File: src/rtl/ps2_kbd_rx.sv
// PS/2 keyboard frame receiver: synchronise, filter, deframe, fold E0/F0 prefixes into key events.
// Define PS2_KBD_RX_FIFO_EN to buffer events in a 2**FIFO_AW show-ahead FIFO instead of one holding register.
module ps2_kbd_rx #(
   parameter int FILTER_LEN = 4,
   parameter int TIMEOUT    = 2047,
   parameter int FIFO_AW    = 2
) (
   input  logic       clk_sys,
   input  logic       reset_n,
   input  logic       ps2_clk,
   input  logic       ps2_data,
   output logic       key_valid,
   input  logic       key_ready,
   output logic [7:0] key_code,
   output logic       key_ext,
   output logic       key_release,
   output logic       frame_err,
   output logic       overflow,
   output logic       busy
);

   localparam int FCW = $clog2(FILTER_LEN + 1);

   typedef enum logic [1:0] {S_IDLE, S_RECV, S_CHECK} state_t;

   function automatic logic odd_parity(input logic [8:0] v);
      return ^v;
   endfunction

   logic           clk_s1_q, clk_s2_q, data_s1_q, data_s2_q;
   logic           clk_filt_q;
   logic [FCW-1:0] filt_cnt_q;
   logic           filt_flip_s, fall_s;
   state_t         state_q;
   logic [10:0]    frame_q;
   logic [3:0]     bit_cnt_q;
   logic [11:0]    timer_q;
   logic           ext_pend_q, rel_pend_q, err_q, busy_q;
   logic           frame_ok_s, push_s;
   logic [7:0]     byte_s;
   logic [9:0]     ev_s;

   // Two-flop synchronisers; the line idles high, so reset to 1 avoids a false edge.
   always_ff @(posedge clk_sys) begin
      if (!reset_n) begin
         clk_s1_q  <= 1'b1;
         clk_s2_q  <= 1'b1;
         data_s1_q <= 1'b1;
         data_s2_q <= 1'b1;
      end else begin
         clk_s1_q  <= ps2_clk;
         clk_s2_q  <= clk_s1_q;
         data_s1_q <= ps2_data;
         data_s2_q <= data_s1_q;
      end
   end

   always_comb begin
      filt_flip_s = (clk_s2_q != clk_filt_q) && (filt_cnt_q == FCW'(FILTER_LEN - 1));
      fall_s      = filt_flip_s && clk_filt_q;
   end

   // Glitch filter: the accepted clock level moves only after FILTER_LEN agreeing samples.
   always_ff @(posedge clk_sys) begin
      if (!reset_n) begin
         clk_filt_q <= 1'b1;
         filt_cnt_q <= '0;
      end else if (clk_s2_q == clk_filt_q) begin
         filt_cnt_q <= '0;
      end else if (filt_flip_s) begin
         clk_filt_q <= clk_s2_q;
         filt_cnt_q <= '0;
      end else begin
         filt_cnt_q <= filt_cnt_q + FCW'(1);
      end
   end

   always_comb begin
      byte_s     = frame_q[8:1];
      frame_ok_s = ~frame_q[0] & frame_q[10] & odd_parity(frame_q[9:1]);
      push_s     = (state_q == S_CHECK) && frame_ok_s && (byte_s != 8'hE0) && (byte_s != 8'hF0);
      ev_s       = {byte_s, ext_pend_q, rel_pend_q};
   end

   // Frame FSM: bit index 0 is start, 1-8 data, 9 parity, 10 stop.
   always_ff @(posedge clk_sys) begin
      if (!reset_n) begin
         state_q    <= S_IDLE;
         frame_q    <= '0;
         bit_cnt_q  <= '0;
         timer_q    <= '0;
         ext_pend_q <= 1'b0;
         rel_pend_q <= 1'b0;
         err_q      <= 1'b0;
         busy_q     <= 1'b0;
      end else begin
         err_q <= 1'b0;
         case (state_q)
            S_IDLE: begin
               if (fall_s) begin
                  frame_q   <= {10'b0, data_s2_q};
                  bit_cnt_q <= 4'd1;
                  timer_q   <= 12'd0;
                  busy_q    <= 1'b1;
                  state_q   <= S_RECV;
               end
            end
            S_RECV: begin
               if (fall_s) begin
                  frame_q[bit_cnt_q] <= data_s2_q;
                  bit_cnt_q          <= bit_cnt_q + 4'd1;
                  timer_q            <= 12'd0;
                  if (bit_cnt_q == 4'd10) state_q <= S_CHECK;
               end else if (timer_q == 12'(TIMEOUT)) begin
                  err_q      <= 1'b1;
                  ext_pend_q <= 1'b0;
                  rel_pend_q <= 1'b0;
                  busy_q     <= 1'b0;
                  state_q    <= S_IDLE;
               end else begin
                  timer_q <= timer_q + 12'd1;
               end
            end
            S_CHECK: begin
               busy_q  <= 1'b0;
               state_q <= S_IDLE;
               if (!frame_ok_s) begin
                  err_q      <= 1'b1;
                  ext_pend_q <= 1'b0;
                  rel_pend_q <= 1'b0;
               end else if (byte_s == 8'hE0) begin
                  ext_pend_q <= 1'b1;
               end else if (byte_s == 8'hF0) begin
                  rel_pend_q <= 1'b1;
               end else begin
                  ext_pend_q <= 1'b0;
                  rel_pend_q <= 1'b0;
               end
            end
            default: begin
               busy_q  <= 1'b0;
               state_q <= S_IDLE;
            end
         endcase
      end
   end

   assign frame_err = err_q;
   assign busy      = busy_q;

`ifdef PS2_KBD_RX_FIFO_EN
   localparam int DEPTH = 1 << FIFO_AW;
   localparam int CW    = FIFO_AW + 1;

   logic [9:0]         mem_q [DEPTH];
   logic [FIFO_AW-1:0] rd_q, wr_q;
   logic [CW-1:0]      cnt_q;
   logic               ov_q, pop_s, full_s, write_s;

   always_comb begin
      pop_s   = (cnt_q != '0) && key_ready;
      full_s  = (cnt_q == CW'(DEPTH));
      write_s = push_s && (!full_s || pop_s);
   end

   // Show-ahead FIFO; a full FIFO still accepts a push when the head is popped that cycle.
   always_ff @(posedge clk_sys) begin
      if (!reset_n) begin
         for (int i = 0; i < DEPTH; i++) mem_q[i] <= '0;
         rd_q  <= '0;
         wr_q  <= '0;
         cnt_q <= '0;
         ov_q  <= 1'b0;
      end else begin
         ov_q <= push_s && full_s && !pop_s;
         if (write_s) begin
            mem_q[wr_q] <= ev_s;
            wr_q        <= wr_q + FIFO_AW'(1);
         end
         if (pop_s) rd_q <= rd_q + FIFO_AW'(1);
         cnt_q <= cnt_q + CW'(write_s) - CW'(pop_s);
      end
   end

   assign key_valid                          = (cnt_q != '0);
   assign {key_code, key_ext, key_release}   = mem_q[rd_q];
   assign overflow                           = ov_q;
`else
   logic [9:0] hold_q;
   logic       valid_q, ov_q;

   // Single holding register; reloads in the same cycle its current event is accepted.
   always_ff @(posedge clk_sys) begin
      if (!reset_n) begin
         hold_q  <= '0;
         valid_q <= 1'b0;
         ov_q    <= 1'b0;
      end else begin
         ov_q <= 1'b0;
         if (push_s) begin
            if (!valid_q || key_ready) begin
               hold_q  <= ev_s;
               valid_q <= 1'b1;
            end else begin
               ov_q <= 1'b1;
            end
         end else if (valid_q && key_ready) begin
            valid_q <= 1'b0;
         end
      end
   end

   assign key_valid                        = valid_q;
   assign {key_code, key_ext, key_release} = hold_q;
   assign overflow                         = ov_q;
`endif

endmodule

File: config.mk
export PLATFORM = sky130hd
export DESIGN_NAME = ps2_kbd_rx
export DESIGN_NICKNAME = d
export VERILOG_FILES = /design/src/rtl/ps2_kbd_rx.sv
export SDC_FILE = /design/constraint.sdc
export NUM_CORES = 1
export LEC_CHECK = 0
export BUFFER_PORTS_ARGS = -buffer_cell sky130_fd_sc_hd__buf_4
export CAP_MARGIN = 20
export CORE_MARGIN = 4
export CORE_UTILIZATION = 50
export CTS_CLUSTER_SIZE = 30
export DETAILED_ROUTE_END_ITERATION = 10
export GPL_ROUTABILITY_DRIVEN = 0
export HOLD_SLACK_MARGIN = 0.03
export PLACE_DENSITY_LB_ADDON = 0.25
export SYNTH_ARGS = -nofsm -noshare
export SYNTH_HDL_FRONTEND = slang
export SYNTH_SLANG_ARGS = --single-unit
export TNS_END_PERCENT = 30
File: constraint.sdc
create_clock -name clk_sys -period 2.24 [get_ports clk_sys]
set_clock_uncertainty 0.05 [all_clocks]
set_input_delay 0.112 -clock clk_sys [delete_from_list [all_inputs] [get_ports clk_sys]]
set_output_delay 0.112 -clock clk_sys [all_outputs]
set_load 0.005 [all_outputs]
**Word-level counts from Yosys, hierarchy flattened**

Cells that the tools add are included.
Widths: inputs -> output; s select.

- Add/subtract/negate cells: 3
- Order comparisons: 2
- Equality and inequality tests: 21
- Mux-type cells: 38
- Bitwise gates (word level): 5
- Reductions and logical operators: 25

Operator list:

| cell | count |
|---|---|
| $mux 12 | 3 |
| $pmux 12 s2 | 1 |
| $mux 11 | 2 |
| $pmux 11 s2 | 1 |
| $mux 1 | 17 |
| $eq 8x8->1 const B | 2 |
| $ne 8x8->1 const B | 2 |
| $add 12x1->12 const B | 1 |
| $eq 12x11->1 const B | 1 |
| $ne 3x3->1 const B | 4 |
| $reduce_and 3->1 | 4 |
| $bwmux 11 | 1 |
| $reduce_xor 9->1 | 1 |
| $mux 2 | 4 |
| $mux 4 | 2 |
| $ne 2x2->1 const B | 4 |
| $pmux 1 s2 | 4 |
| $pmux 4 s2 | 1 |
| $reduce_and 2->1 | 4 |
| $reduce_and 4->1 | 2 |
| $logic_and 1x1->1 | 7 |
| $reduce_bool 2->1 | 3 |
| $lt 4x5->1 const B | 1 |
| $add 4x1->4 const B | 1 |
| other kinds (18) | 21 |

- Register bits after elaboration: 53
- Output and inout port bits: 14

**Longest topological paths before layout**

- Depth after elaboration: 8
- Mapped depth: 9

**Least setup slack after synthesis**

OpenSTA, ideal clock, no wires.

- Path type: register to register
- From: reg filt_cnt_q[0]
- To: reg rel_pend_q
- Data arrival time: 1,757 ps
- Required time: 2,118 ps
- Path slack: 361 ps
- Stages on the path, launching flop included: 9
- Clock period less this slack: 1,879 ps
- Path through: dfxtp_1 ha_1 ha_1 and3b_1 buf_6 o41ai_2 nand2_1 a31oi_1 mux2i_1

- Cells in the longest elaborated chain, start to end: 5

RTL lines:

| element | RTL line | source |
|---|---|---|
| start, declared | 32 | `logic [FCW-1:0] filt_cnt_q;` |
| start signal, assigned | 74 | `filt_cnt_q <= filt_cnt_q + FCW'(1);` |
| $eq 3x2->1 | 59 | `filt_flip_s = (clk_s2_q != clk_filt_q) && (filt_cnt_q == FCW'(FILTER_LEN - 1));` |
| $logic_and 1x1->1 | 59 |  |
| $logic_and 1x1->1 | 60 | `fall_s = filt_flip_s && clk_filt_q;` |
| $ne 2x2->1 (no line) | - |  |
| $reduce_and 4->1 (no line) | - |  |
| end signal, assigned | 93 | `rel_pend_q <= 1'b0;` |
| end signal, assigned | 117 | `rel_pend_q <= 1'b0;` |
| end signal, assigned | 130 | `rel_pend_q <= 1'b0;` |
| end, declared | 38 | `logic ext_pend_q, rel_pend_q, err_q, busy_q;` |

Every way passes these cells.
A chain may end at the register's enable or synchronous reset.

**Final worst setup path**

- From: reg filt_cnt_q[0]
- To: reg timer_q[9]

- Cells in the longest elaborated chain, start to end: 5

RTL lines:

| element | RTL line | source |
|---|---|---|
| $eq 3x2->1 * | 59 |  |
| $logic_and 1x1->1 * | 59 |  |
| $logic_and 1x1->1 * | 60 |  |
| $ne 3x3->1 (no line) (tied with other cells) | - |  |
| $reduce_and 3->1 (no line) or $pmux 12 s2 (tied branches) | - |  |
| end signal, assigned | 121 | `timer_q <= timer_q + 12'd1;` |
| end, declared | 37 | `logic [11:0] timer_q;` |

Mark *: on every way between the ends. The rest lies on a longest branch, timed or not.

==> key figures <==
STA
  • Fin Setup TNS: 0 ns
  • RSZ-0062 raised after global routing: false
  • Crit path time final: 2.08 ns
  • Slew Limit Fails: 0
  • Rel. slew slack: between 70% and 80%
  • Final setup margin: 0.158 ns
  • Worst slew pin tran: 0.392 ns
  • Fin. Hold Viols: 0
  • Hold Slack: 0.0653 ns
  • Setup violators final: 0
  • Final period util: 92.9%
  • Fmax: 480 MHz

Die
  • Die area: 6710 um^2
  • IO Count: 19
  • Die W: 81.9 um
  • DIE HEIGHT: about 82 um
  • Core area: 5200 um^2
  • Starting Density: 52.5%
  • Rows: 26

Worst setup path
  • Cell Chain, Critical Path: ha_1 > ha_1 > and3b_1 > nand2_1 > nand2_1 > o22ai_1 > a21bo_2
  • CP top delay family: simple AND/OR/NAND/NOR gates
  • Critical Path RT: between 2 and 2.5 ns
  • Critical path type: reg -> reg
  • Critical Path AT: 2.24 ns
  • Crit start category: flop
  • Critical-path top delay cell: and3b_1
  • Worst Setup End Kind: flop
  • Crit-path max FO: 8
  • CP peak stage delay: 0.38 ns
  • Buf/Inv on CP: 0

Detailed routing
  • Via count: roughly 2200
  • Post-route ant nets: 0
  • Pre-antenna DRT Iters: 4
  • DRC viols: 0
  • DRT Wirelength: 5540 um
  • Drt wl/cell: 13.3 um
  • Via density: 5.41
  • Initial DRC count: 130

Clocking
  • TritonCTS clock tree: built
  • TritonCTS Buffers: 5
  • Clock slew seen by the registers of the worst setup and hold paths: 0.09 ns
  • Setup bufs post-CTS: 0
  • H-tree Lvls: 2
  • CTS sink cnt: 53
  • Post_cts resized: 0
  • # hold bufs at CTS: 4
  • Clk_lat worst skew: 0.31 ns
  • Root Driver: clkbuf_8
  • Max Root-Sink Buffers: 2

Placement
  • HPWL after DPL: 3930 um
  • Pre-CTS setup slack: between 0.15 and 0.2 ns
  • Placed Area: 2960 um^2
  • Buffers on Ports: 18

Run
  • Max-cap violation count: 0

Synth
  • Post-synth top area share: 38.9%
  • Syn nets: 342
  • Synth top area cells: dfxtp_1, ha_1, nand2_1, a21oi_1, nand3_1
  • Most frequent cell after synthesis: dfxtp_1
  • EDFF count, synth: 0
  • Share of synthesized flip-flops with an asynchronous set or reset: 0%
  • Seq/Total Area, Yosys: 38.9%
  • Prevailing post-synth register cell: dfxtp_1
  • Cell taking the most area after synthesis: dfxtp_1
  • Synthesized flop and latch total: 53
  • Avg Cell Area, Syn: approximately 8.5 um^2
  • Cell count after synthesis: 322
  • Mapped Area: 2730 um^2
  • Commonest cells post-synth: dfxtp_1, nand2_1, a21oi_1, nand3_1, o21ai_0
  • Distinct cell type count after synthesis: 55
  • Synth Warn #: 0

Power
  • Reg power frac: 61.1%
  • Net Sw Frac: 21.8%
  • Leak: 1.13 nW
  • Power density cells: 501 nW/um^2
  • Switching power: 0.000338 W
  • Clock power share: 36.4%
  • Power Internal: around 0.0012 W
  • Peak VDD IR: 0.252 mV
  • Logic gate share of total power: 2.5%

GRT
  • Grt ovf: 0
  • Vias in the first global route: 2165
  • GR Util All Layers: 18.5%
  • First-pass GRT wire length: 9740 um
  • Initial antenna violation count: 0
  • Largest net degree at the start of global routing: 27

Layout
  • Share of layout cells above drive strength 1: 14.8%
  • Area of the multi-input gates: 1530 um^2
  • Total Nets Final: around 360
  • Area grow syn2layout: 13.3%
  • Fillers: between 500 and 600
  • Final core utilization: 59.4%
  • Post-route cell area: 3090 um^2
  • Register area: roughly 1100 um^2
  • N_diodes: 0

Worst hold path
  • Worst Hold Class: in -> reg

Status
  • Status: finished, final reports clean
==> flip-flops by register name, summed over array words and instances (netlist names) <==
signal      cells
timer_q        12
frame_q        11
hold_q         10
bit_cnt_q       4
filt_cnt_q      3
state_q         2
busy            1
clk_filt_q      1
clk_s1_q        1
clk_s2_q        1
data_s1_q       1
data_s2_q       1
ext_pend_q      1
frame_err       1
key_valid       1
overflow        1
rel_pend_q      1
==> cells in the final DEF (no fill, tap or decap), types with 2 or more instances in the layout <==
master	n
nand3b_1	4
dfxtp_1	53
a21oi_1	21
nor2_1	19
o41ai_2	2
nor2b_1	6
a31oi_1	4
nand4_4	2
dlygate4sd3_1	4
ha_1	15
o21ai_1	8
nand4b_1	2
nand2b_1	6
nand3_1	21
nand2_1	41
a21boi_0	9
and3_1	3
clkbuf_8	6
nor3_1	8
o21ai_0	20
nand4_1	4
o22ai_1	2
xnor2_1	6
a22oi_1	3
inv_1	17
buf_4	26
mux2i_1	4
==> stage by stage <==
step,total power [W],cells
finish,0.00155,415
floorplan,0.000991,322
global route,0.00161,415
CTS,0.00157,415
global placement,0.00100,403
detailed placement,0.00100,403
==> per-layer routing <==
layer | part of all wire (%) | GRT usage (%)
met3 | 3.1 | 3.62
met5 | 0 | 0
met4 | 1.0 | 4.82
met1 | 51 | 25.1
met2 | 45 | 29.9
==> logic make-up after synthesis <==
| group | Yosys count | share of synthesized area (%) |
|---|---|---|
| AND/OR/NAND/NOR | 127 | 25.0 |
| multiplexers | 4 | 1.47 |
| XOR/XNOR | 9 | 3.67 |
| buffers and inverters | 33 | 5.13 |
| adder cells (fa/ha/maj) | 15 | 6.87 |
| AO/OA/AOI/OAI | 81 | 19.0 |
| flip-flops | 53 | 38.9 |
==> worst register-to-register path: stages, from the launching register on <==
cell,delay [ns]
dfxtp_1,0.35
ha_1,0.16
ha_1,0.21
and3b_1,0.38
nand2_1,0.27
nand2_1,0.25
o22ai_1,0.10
a21bo_2,0.22
==> path summary, 6_finish.rpt <==
kind | depth (start not counted) | start | slack, ns | end
worst max register to register | 7 | filt_cnt_q[0] | 0.16 | timer_q[9]
worst max-delay path | 7 | filt_cnt_q[0] | 0.16 | timer_q[9]
worst min register to register | 1 | clk_s1_q | 0.37 | clk_s2_q
worst min-delay path | 3 | key_ready | 0.07 | overflow
==> power groups by stage <==
stage | registers (W) | clock network (W) | logic (W)
5_1_grt | 0.000948 | 0.000620 | 0.0000440
4_1_cts | 0.000947 | 0.000584 | 0.0000399
3_3_place_gp | 0.000969 | 0 | 0.0000336
3_5_place_dp | 0.000969 | 0 | 0.0000344
2_1_floorplan | 0.000969 | 0 | 0.0000226
6_report | 0.000947 | 0.000564 | 0.0000395
==> cell type report <==
cell class | count | area share, %
clock inverters | 2 | 0.445
inverters | 17 | 2.06
multi-input cells | 236 | 49.4
repair buffers | 31 | 8.25
clock buffers | 6 | 2.67
flip-flops and latches | 53 | 34.3
well taps | 70 | 2.83
(Power assumes the default switching activity.)
